## src/rtl/lcd_hd44780_pkg.sv

```systemverilog
// rtl/lcd_hd44780_pkg.sv - HD44780 instruction classes, address constants and AC helpers
package lcd_hd44780_pkg;

  localparam logic [6:0] LINE1_BASE = 7'h00;
  localparam logic [6:0] LINE2_BASE = 7'h40;
  localparam int         LINE_LEN   = 16;
  localparam logic [7:0] SPACE_CHAR = 8'h20;

  localparam logic [7:0] MASK_DDRAM = 8'h80, VAL_DDRAM = 8'h80;
  localparam logic [7:0] MASK_CGRAM = 8'hC0, VAL_CGRAM = 8'h40;
  localparam logic [7:0] MASK_FUNC  = 8'hE0, VAL_FUNC  = 8'h20;
  localparam logic [7:0] MASK_SHIFT = 8'hF0, VAL_SHIFT = 8'h10;
  localparam logic [7:0] MASK_DISP  = 8'hF8, VAL_DISP  = 8'h08;
  localparam logic [7:0] MASK_ENTRY = 8'hFC, VAL_ENTRY = 8'h04;
  localparam logic [7:0] MASK_HOME  = 8'hFE, VAL_HOME  = 8'h02;
  localparam logic [7:0] MASK_CLEAR = 8'hFF, VAL_CLEAR = 8'h01;

  typedef enum logic [3:0] {
    INS_NOP, INS_CLEAR, INS_HOME, INS_ENTRY, INS_DISP,
    INS_SHIFT, INS_FUNC, INS_CGRAM, INS_DDRAM
  } instr_e;

  function automatic instr_e instr_class(input logic [7:0] d);
    if      ((d & MASK_DDRAM) == VAL_DDRAM) return INS_DDRAM;
    else if ((d & MASK_CGRAM) == VAL_CGRAM) return INS_CGRAM;
    else if ((d & MASK_FUNC)  == VAL_FUNC)  return INS_FUNC;
    else if ((d & MASK_SHIFT) == VAL_SHIFT) return INS_SHIFT;
    else if ((d & MASK_DISP)  == VAL_DISP)  return INS_DISP;
    else if ((d & MASK_ENTRY) == VAL_ENTRY) return INS_ENTRY;
    else if ((d & MASK_HOME)  == VAL_HOME)  return INS_HOME;
    else if ((d & MASK_CLEAR) == VAL_CLEAR) return INS_CLEAR;
    else                                    return INS_NOP;
  endfunction

  function automatic logic ac_valid(input logic [6:0] a);
    return (a[5:4] == 2'b00);
  endfunction

  // Two 16-char lines live at 0x00-0x0F and 0x40-0x4F; stepping past either end hops lines.
  function automatic logic [6:0] ac_next(input logic [6:0] a, input logic inc);
    if (inc) begin
      if (a == LINE1_BASE + 7'(LINE_LEN - 1)) return LINE2_BASE;
      if (a == LINE2_BASE + 7'(LINE_LEN - 1)) return LINE1_BASE;
      return a + 7'd1;
    end
    if (a == LINE2_BASE) return LINE1_BASE + 7'(LINE_LEN - 1);
    if (a == LINE1_BASE) return LINE2_BASE + 7'(LINE_LEN - 1);
    return a - 7'd1;
  endfunction

  function automatic logic [4:0] ac_slot(input logic [6:0] a);
    return {a[6], a[3:0]};
  endfunction

endpackage

```

## src/rtl/lcd_en_sync.sv

```systemverilog
// rtl/lcd_en_sync.sv - bus synchronizer, capture register and armed EN edge detector
module lcd_en_sync #(
  parameter int SYNC_STAGES = 2
) (
  input  logic       clk,
  input  logic       reset,
  input  logic       en,
  input  logic       rs,
  input  logic       rw,
  input  logic [7:0] data,
  output logic       rise,
  output logic       fall,
  output logic       bus_rs,
  output logic       bus_rw,
  output logic [7:0] bus_data
);

  logic [10:0] chain [SYNC_STAGES];
  logic [9:0]  cap;
  logic        en_s, en_prev, armed;

  assign en_s = chain[SYNC_STAGES-1][10];
  assign rise = en_s & ~en_prev;
  assign fall = ~en_s & en_prev & armed;
  // Live bus values while EN is high; the last captured values once it has dropped.
  assign {bus_rs, bus_rw, bus_data} = en_s ? chain[SYNC_STAGES-1][9:0] : cap;

  // EN resets to "high" so only a genuinely observed 0->1 counts as a rise.
  always_ff @(posedge clk) begin
    if (reset) begin
      for (int i = 0; i < SYNC_STAGES; i++) chain[i] <= 11'h400;
      cap     <= '0;
      en_prev <= 1'b1;
      armed   <= 1'b0;
    end else begin
      chain[0] <= {en, rs, rw, data};
      for (int i = 1; i < SYNC_STAGES; i++) chain[i] <= chain[i-1];
      en_prev <= en_s;
      if (rise) armed <= 1'b1;
      if (en_s) cap <= chain[SYNC_STAGES-1][9:0];
    end
  end

endmodule

```

## src/rtl/lcd_hd44780_responder.sv

```systemverilog
// rtl/lcd_hd44780_responder.sv - HD44780 display-side responder with 32-char DDRAM mirror
module lcd_hd44780_responder
  import lcd_hd44780_pkg::*;
#(
  parameter int BUSY_CYCLES      = 2000,
  parameter int BUSY_LONG_CYCLES = 82000,
  parameter int SYNC_STAGES      = 2
) (
  input  logic       clk_clk,
  input  logic       reset_reset,
  input  logic       lcd_en,
  input  logic       lcd_rs,
  input  logic       lcd_rw,
  input  logic [7:0] lcd_data_in,
  output logic [7:0] lcd_data_out,
  output logic       lcd_data_oe,
  input  logic [4:0] rd_addr,
  output logic [7:0] rd_char,
  output logic       busy,
  output logic       disp_on,
  output logic       cursor_on,
  output logic       blink_on,
  output logic       cmd_err
);

  localparam int CW = $clog2(BUSY_LONG_CYCLES + 1);
  localparam logic [CW-1:0] SHORT_RELOAD = CW'(BUSY_CYCLES - 1);
  localparam logic [CW-1:0] LONG_RELOAD  = CW'(BUSY_LONG_CYCLES - 1);

  logic       rise, fall, bus_rs, bus_rw;
  logic [7:0] bus_data;
  logic [7:0] ddram [32];
  logic [6:0] ac;
  logic       inc;
  logic [CW-1:0] cnt;
  instr_e     cls;
  logic       wr_ok, start_busy, long_busy;

  lcd_en_sync #(.SYNC_STAGES(SYNC_STAGES)) u_sync (
    .clk      (clk_clk),
    .reset    (reset_reset),
    .en       (lcd_en),
    .rs       (lcd_rs),
    .rw       (lcd_rw),
    .data     (lcd_data_in),
    .rise     (rise),
    .fall     (fall),
    .bus_rs   (bus_rs),
    .bus_rw   (bus_rw),
    .bus_data (bus_data)
  );

  // A write landing on the last busy cycle (counter at zero) is accepted.
  always_comb begin
    cls        = instr_class(bus_data);
    wr_ok      = fall & ~bus_rw & ~(busy & (cnt != '0));
    start_busy = wr_ok & (bus_rs | (cls != INS_NOP));
    long_busy  = ~bus_rs & ((cls == INS_CLEAR) | (cls == INS_HOME));
  end

  always_ff @(posedge clk_clk) begin
    if (reset_reset) begin
      for (int i = 0; i < 32; i++) ddram[i] <= SPACE_CHAR;
      ac           <= LINE1_BASE;
      inc          <= 1'b1;
      cnt          <= '0;
      busy         <= 1'b0;
      disp_on      <= 1'b0;
      cursor_on    <= 1'b0;
      blink_on     <= 1'b0;
      cmd_err      <= 1'b0;
      lcd_data_oe  <= 1'b0;
      lcd_data_out <= 8'h00;
      rd_char      <= SPACE_CHAR;
    end else begin
      rd_char <= ddram[rd_addr];

      if (busy) begin
        if (cnt != '0) cnt <= cnt - 1'b1;
        else           busy <= 1'b0;
      end
      if (start_busy) begin
        busy <= 1'b1;
        cnt  <= long_busy ? LONG_RELOAD : SHORT_RELOAD;
      end

      if (rise && bus_rw) begin
        lcd_data_oe  <= 1'b1;
        lcd_data_out <= bus_rs ? ddram[ac_slot(ac)] : {busy, ac};
      end
      if (fall && bus_rw) begin
        lcd_data_oe <= 1'b0;
        if (bus_rs) ac <= ac_next(ac, inc);
      end

      if (fall && !bus_rw && !wr_ok) cmd_err <= 1'b1;

      if (wr_ok && bus_rs) begin
        ddram[ac_slot(ac)] <= bus_data;
        ac <= ac_next(ac, inc);
      end else if (wr_ok) begin
        case (cls)
          INS_DDRAM: begin
            if (ac_valid(bus_data[6:0])) ac <= bus_data[6:0];
            else begin
              ac      <= LINE1_BASE;
              cmd_err <= 1'b1;
            end
          end
          INS_SHIFT: if (!bus_data[3]) ac <= ac_next(ac, bus_data[2]);
          INS_DISP: begin
            disp_on   <= bus_data[2];
            cursor_on <= bus_data[1];
            blink_on  <= bus_data[0];
          end
          INS_ENTRY: inc <= bus_data[1];
          INS_HOME:  ac  <= LINE1_BASE;
          INS_CLEAR: begin
            for (int i = 0; i < 32; i++) ddram[i] <= SPACE_CHAR;
            ac  <= LINE1_BASE;
            inc <= 1'b1;
          end
          default: ;
        endcase
      end
    end
  end

endmodule

```

## config.mk

```make
export PLATFORM = sky130hd
export DESIGN_NAME = lcd_hd44780_responder
export DESIGN_NICKNAME = d
export VERILOG_FILES = /design/src/rtl/lcd_hd44780_pkg.sv /design/src/rtl/lcd_en_sync.sv /design/src/rtl/lcd_hd44780_responder.sv
export SDC_FILE = /design/constraint.sdc
export NUM_CORES = 1
export LEC_CHECK = 0
export CORE_UTILIZATION = 55
export CTS_BUF_LIST = sky130_fd_sc_hd__clkbuf_16
export CTS_CLUSTER_DIAMETER = 200
export DETAILED_ROUTE_END_ITERATION = 12
export MAX_ROUTING_LAYER = met4
export PLACE_DENSITY = 0.73
export SLEW_MARGIN = 0
export SYNTH_ARGS = -nofsm -noshare
export SYNTH_HDL_FRONTEND = slang
export SYNTH_HIERARCHICAL = 1
export SYNTH_SLANG_ARGS = --single-unit
```

## constraint.sdc

```tcl
create_clock -name clk_clk -period 3.1 [get_ports clk_clk]
set_input_delay 0.62 -clock clk_clk [delete_from_list [all_inputs] [get_ports clk_clk]]
set_output_delay 0.62 -clock clk_clk [all_outputs]
set_load 0.01 [all_outputs]
```

==> impl_metrics.ini <==
[setup_path]
crit_family = simple AND/OR/NAND/NOR gates
worst_setup_path_end_kind = flip-flop
start_kind = flip-flop
cp_num_buf_inv = 1
cp.arrival_ps = 3160
required_ps = 3260
critPathMaxFanout = 11
crit_slowest_cell = or4_4
critical_path_class = reg2reg
path_cells = or3_1 -> or4_4 -> o22a_2 -> nor3_4 -> buf_12 -> nand2_4 -> o21ai_2
cp_slowest_stage_delay_ps = 570

[sta]
rsz0062_at_grt = true
setup_viol = 0
timing.slew.headroom = 0.420
hold_viol = 0
tightest_slew_ps = 867
fmax_mhz = 333
fin_crit_ps = 3010
period_share = 0.970
hold_ws_ps = 433
slew_violations = 0
setup_ws_ps = 92.9
clock_skew_ps = 17.4

[clock_tree]
cts_sinks = 337
cts_made_buffers = 38
worst_skew_pair.late_latency_ps = 540
ctsResizeCount = 0
clk_pin_slew_worst_paths_ps = 60
hold_buffers = 0
cts_tree = built
cts_setup_buffers = 0
root_buffer = clkbuf_16
h-tree-depth = 2
clk_path_buf_depth = 3

[cells_and_area]
nets = 1490
multiInputGateArea_um2 = 7660
drive_gt1_frac = 0.243
ff_latch_area_um2 = 9320
area_delta_synth_final_pct = 15.0
fill_cells = 2270
fin_cells = 1892
design_area_um2 = 20000

[placed_design]
place_ws_ps = 12.4
place_inst = 1822
hpwl_um = 35000
placed_area_um2 = 18700
portBuffers = 39
gp_congestion = 0.976

[synthesis]
ys_ff_latch = 337
synth-async-reset-ratio = 0
synthXorXnorAreaFrac = 0.00553
ys_types = 69
syn_inst = 1405
synthAdderAreaFrac = 0.00431
yosysMostFrequentCell = nor2_1
synth-edff-count = 256
synth_area_um2 = 17400
synth.mux.area_fraction = 0.212
synth_seq_area_share = 0.534
ys.flop_type = edfxtp_1
synth.cells.most_frequent = 285 x nor2_1, 256 x edfxtp_1, 143 x mux4_2, 134 x nand2_1, 81 x dfxtp_1
synth_top_family_by_area = multiplexers
synthSimpleGateAreaFrac = 0.139
syn_area_per_cell_um2 = 12.4
synth_nets = 1429
synth_top_area_share = 0.441
yosysWarnings = 6
synth_compound_area_frac = 0.0690
yosys.area.top_type = edfxtp_1
synth_area_leaders = edfxtp_1 44%, mux4_2 18%, dfxtp_1 9.3%

[min_path]
hold_class = reg2reg

[routing]
viasPerCell = 6.72
drt_iter0_markers = 1948
num_vias = 12700
wirelength_um = 50200
route.detailed.drc = 0
drtPass1Iterations = 8
ant_nets = 0
wl_per_cell_um = 26.5

[pwr]
cellPowerDensity_nw_per_um2 = 520
leakagePower_nw = 6.64
vdd_drop_max_mv = 0.327

[floorplan]
die_h_um = 180
die_w_um = 180
placementRows = 64
core-area_um2 = 30900
start_util = 0.564
fp.dieArea_um2 = 32400
ioPinCount = 40

[flow_run]
max_cap_violations = 0

[global_routing]
grt_max_degree = 64
track_usage = 0.325
overflow = 0
grt_antenna_before_repair = 2
grt_pass1_wl_um = 76300
grt_pass1_vias = 12300

[run_status]
status = complete, no violations
==> power by group <==
part           internal (W)  switching (W)
sequential          0.00497      0.0000761
combinational      0.000349       0.000469
clock               0.00271        0.00184
total               0.00803        0.00239
==> through the flow <==
| stage | util | power, W | TNS, ps |
|---|---|---|---|
| 2_1_floorplan | - | 0.00561 | -9050 |
| 3_3_place_gp | 0.606 | 0.00590 | 0 |
| 3_5_place_dp | 0.606 | 0.00593 | 0 |
| 4_1_cts | 0.646 | 0.0104 | 0 |
| 5_1_grt | 0.648 | 0.0107 | -59.0 |
| 6_report | 0.648 | 0.0104 | 0 |
==> sequential cells by signal (all words and copies together) (netlist names), 7 cells and up <==
signal        cells
cnt              17
ac                7
lcd_data_out      8
rd_char           8
ddram           256
u_sync/cap       10
u_sync/chain     22
==> cell type report <==
class / instances / share of cell area
Timing Repair Buffer: 138 / 0.0627
Sequential cell: 337 / 0.465
Inverter: 13 / 0.00244
Tap cell: 396 / 0.0247
Antenna cell: 2 / 0.000250
Clock inverter: 29 / 0.0137
Multi-Input combinational cell: 938 / 0.382
Clock buffer: 39 / 0.0487
==> cells by family (layout without fill, tap and decap cells) <==
family / Yosys count / count (layout)
AO/OA/AOI/OAI: 187 / 187
XOR/XNOR: 11 / 11
adder cells (fa/ha/maj): 6 / 6
buffers and inverters: 130 / 219
flip-flops: 337 / 337
multiplexers: 186 / 186
other: 0 / 2
AND/OR/NAND/NOR: 548 / 548
==> per-layer routing <==
layer / part of all wire / vias to the layer above / GRT usage / wire [µm]
li1: - / 5409 / - / -
met1: 0.37 / 6326 / 0.430 / 18700
met2: 0.47 / 833 / 0.495 / 23400
met3: 0.11 / 154 / 0.0673 / 5590
met4: 0.049 / 0 / 0.133 / 2440
met5: 0 / - / - / 0
==> final timing paths <==
kind | startpoint | to | slack, ps | cells after the start
worst max-delay path | cnt[2] | ddram[1][2] | 90 | 7
worst min-delay path | u_sync/chain[0][0] | u_sync/chain[0][11] | 430 | 1
worst max register to register | cnt[2] | ddram[1][2] | 90 | 7
worst min register to register | u_sync/chain[0][0] | u_sync/chain[0][11] | 430 | 1
==> placed cells by master, fill, tap and decap left out, types with 7 or more instances in the layout <==
master           count
dfxtp_1             78
nor2_1             285
o21ai_0             30
mux4_2             143
clkdlybuf4s50_1     36
nor2b_1             32
mux2_2              11
nand3_1             17
edfxtp_1           256
nor3_1              11
a21oi_1             36
clkinv_2             7
o21ai_1             16
or3_1                9
nand2_1            134
clkbuf_16           39
or2_2                8
o21ai_4             11
buf_4               90
mux2i_1             27
a211oi_1             9
o211ai_1             9
buf_12              10
nand2b_1             7
a221oi_1             7
inv_1               18
(Power assumes the default switching activity.)
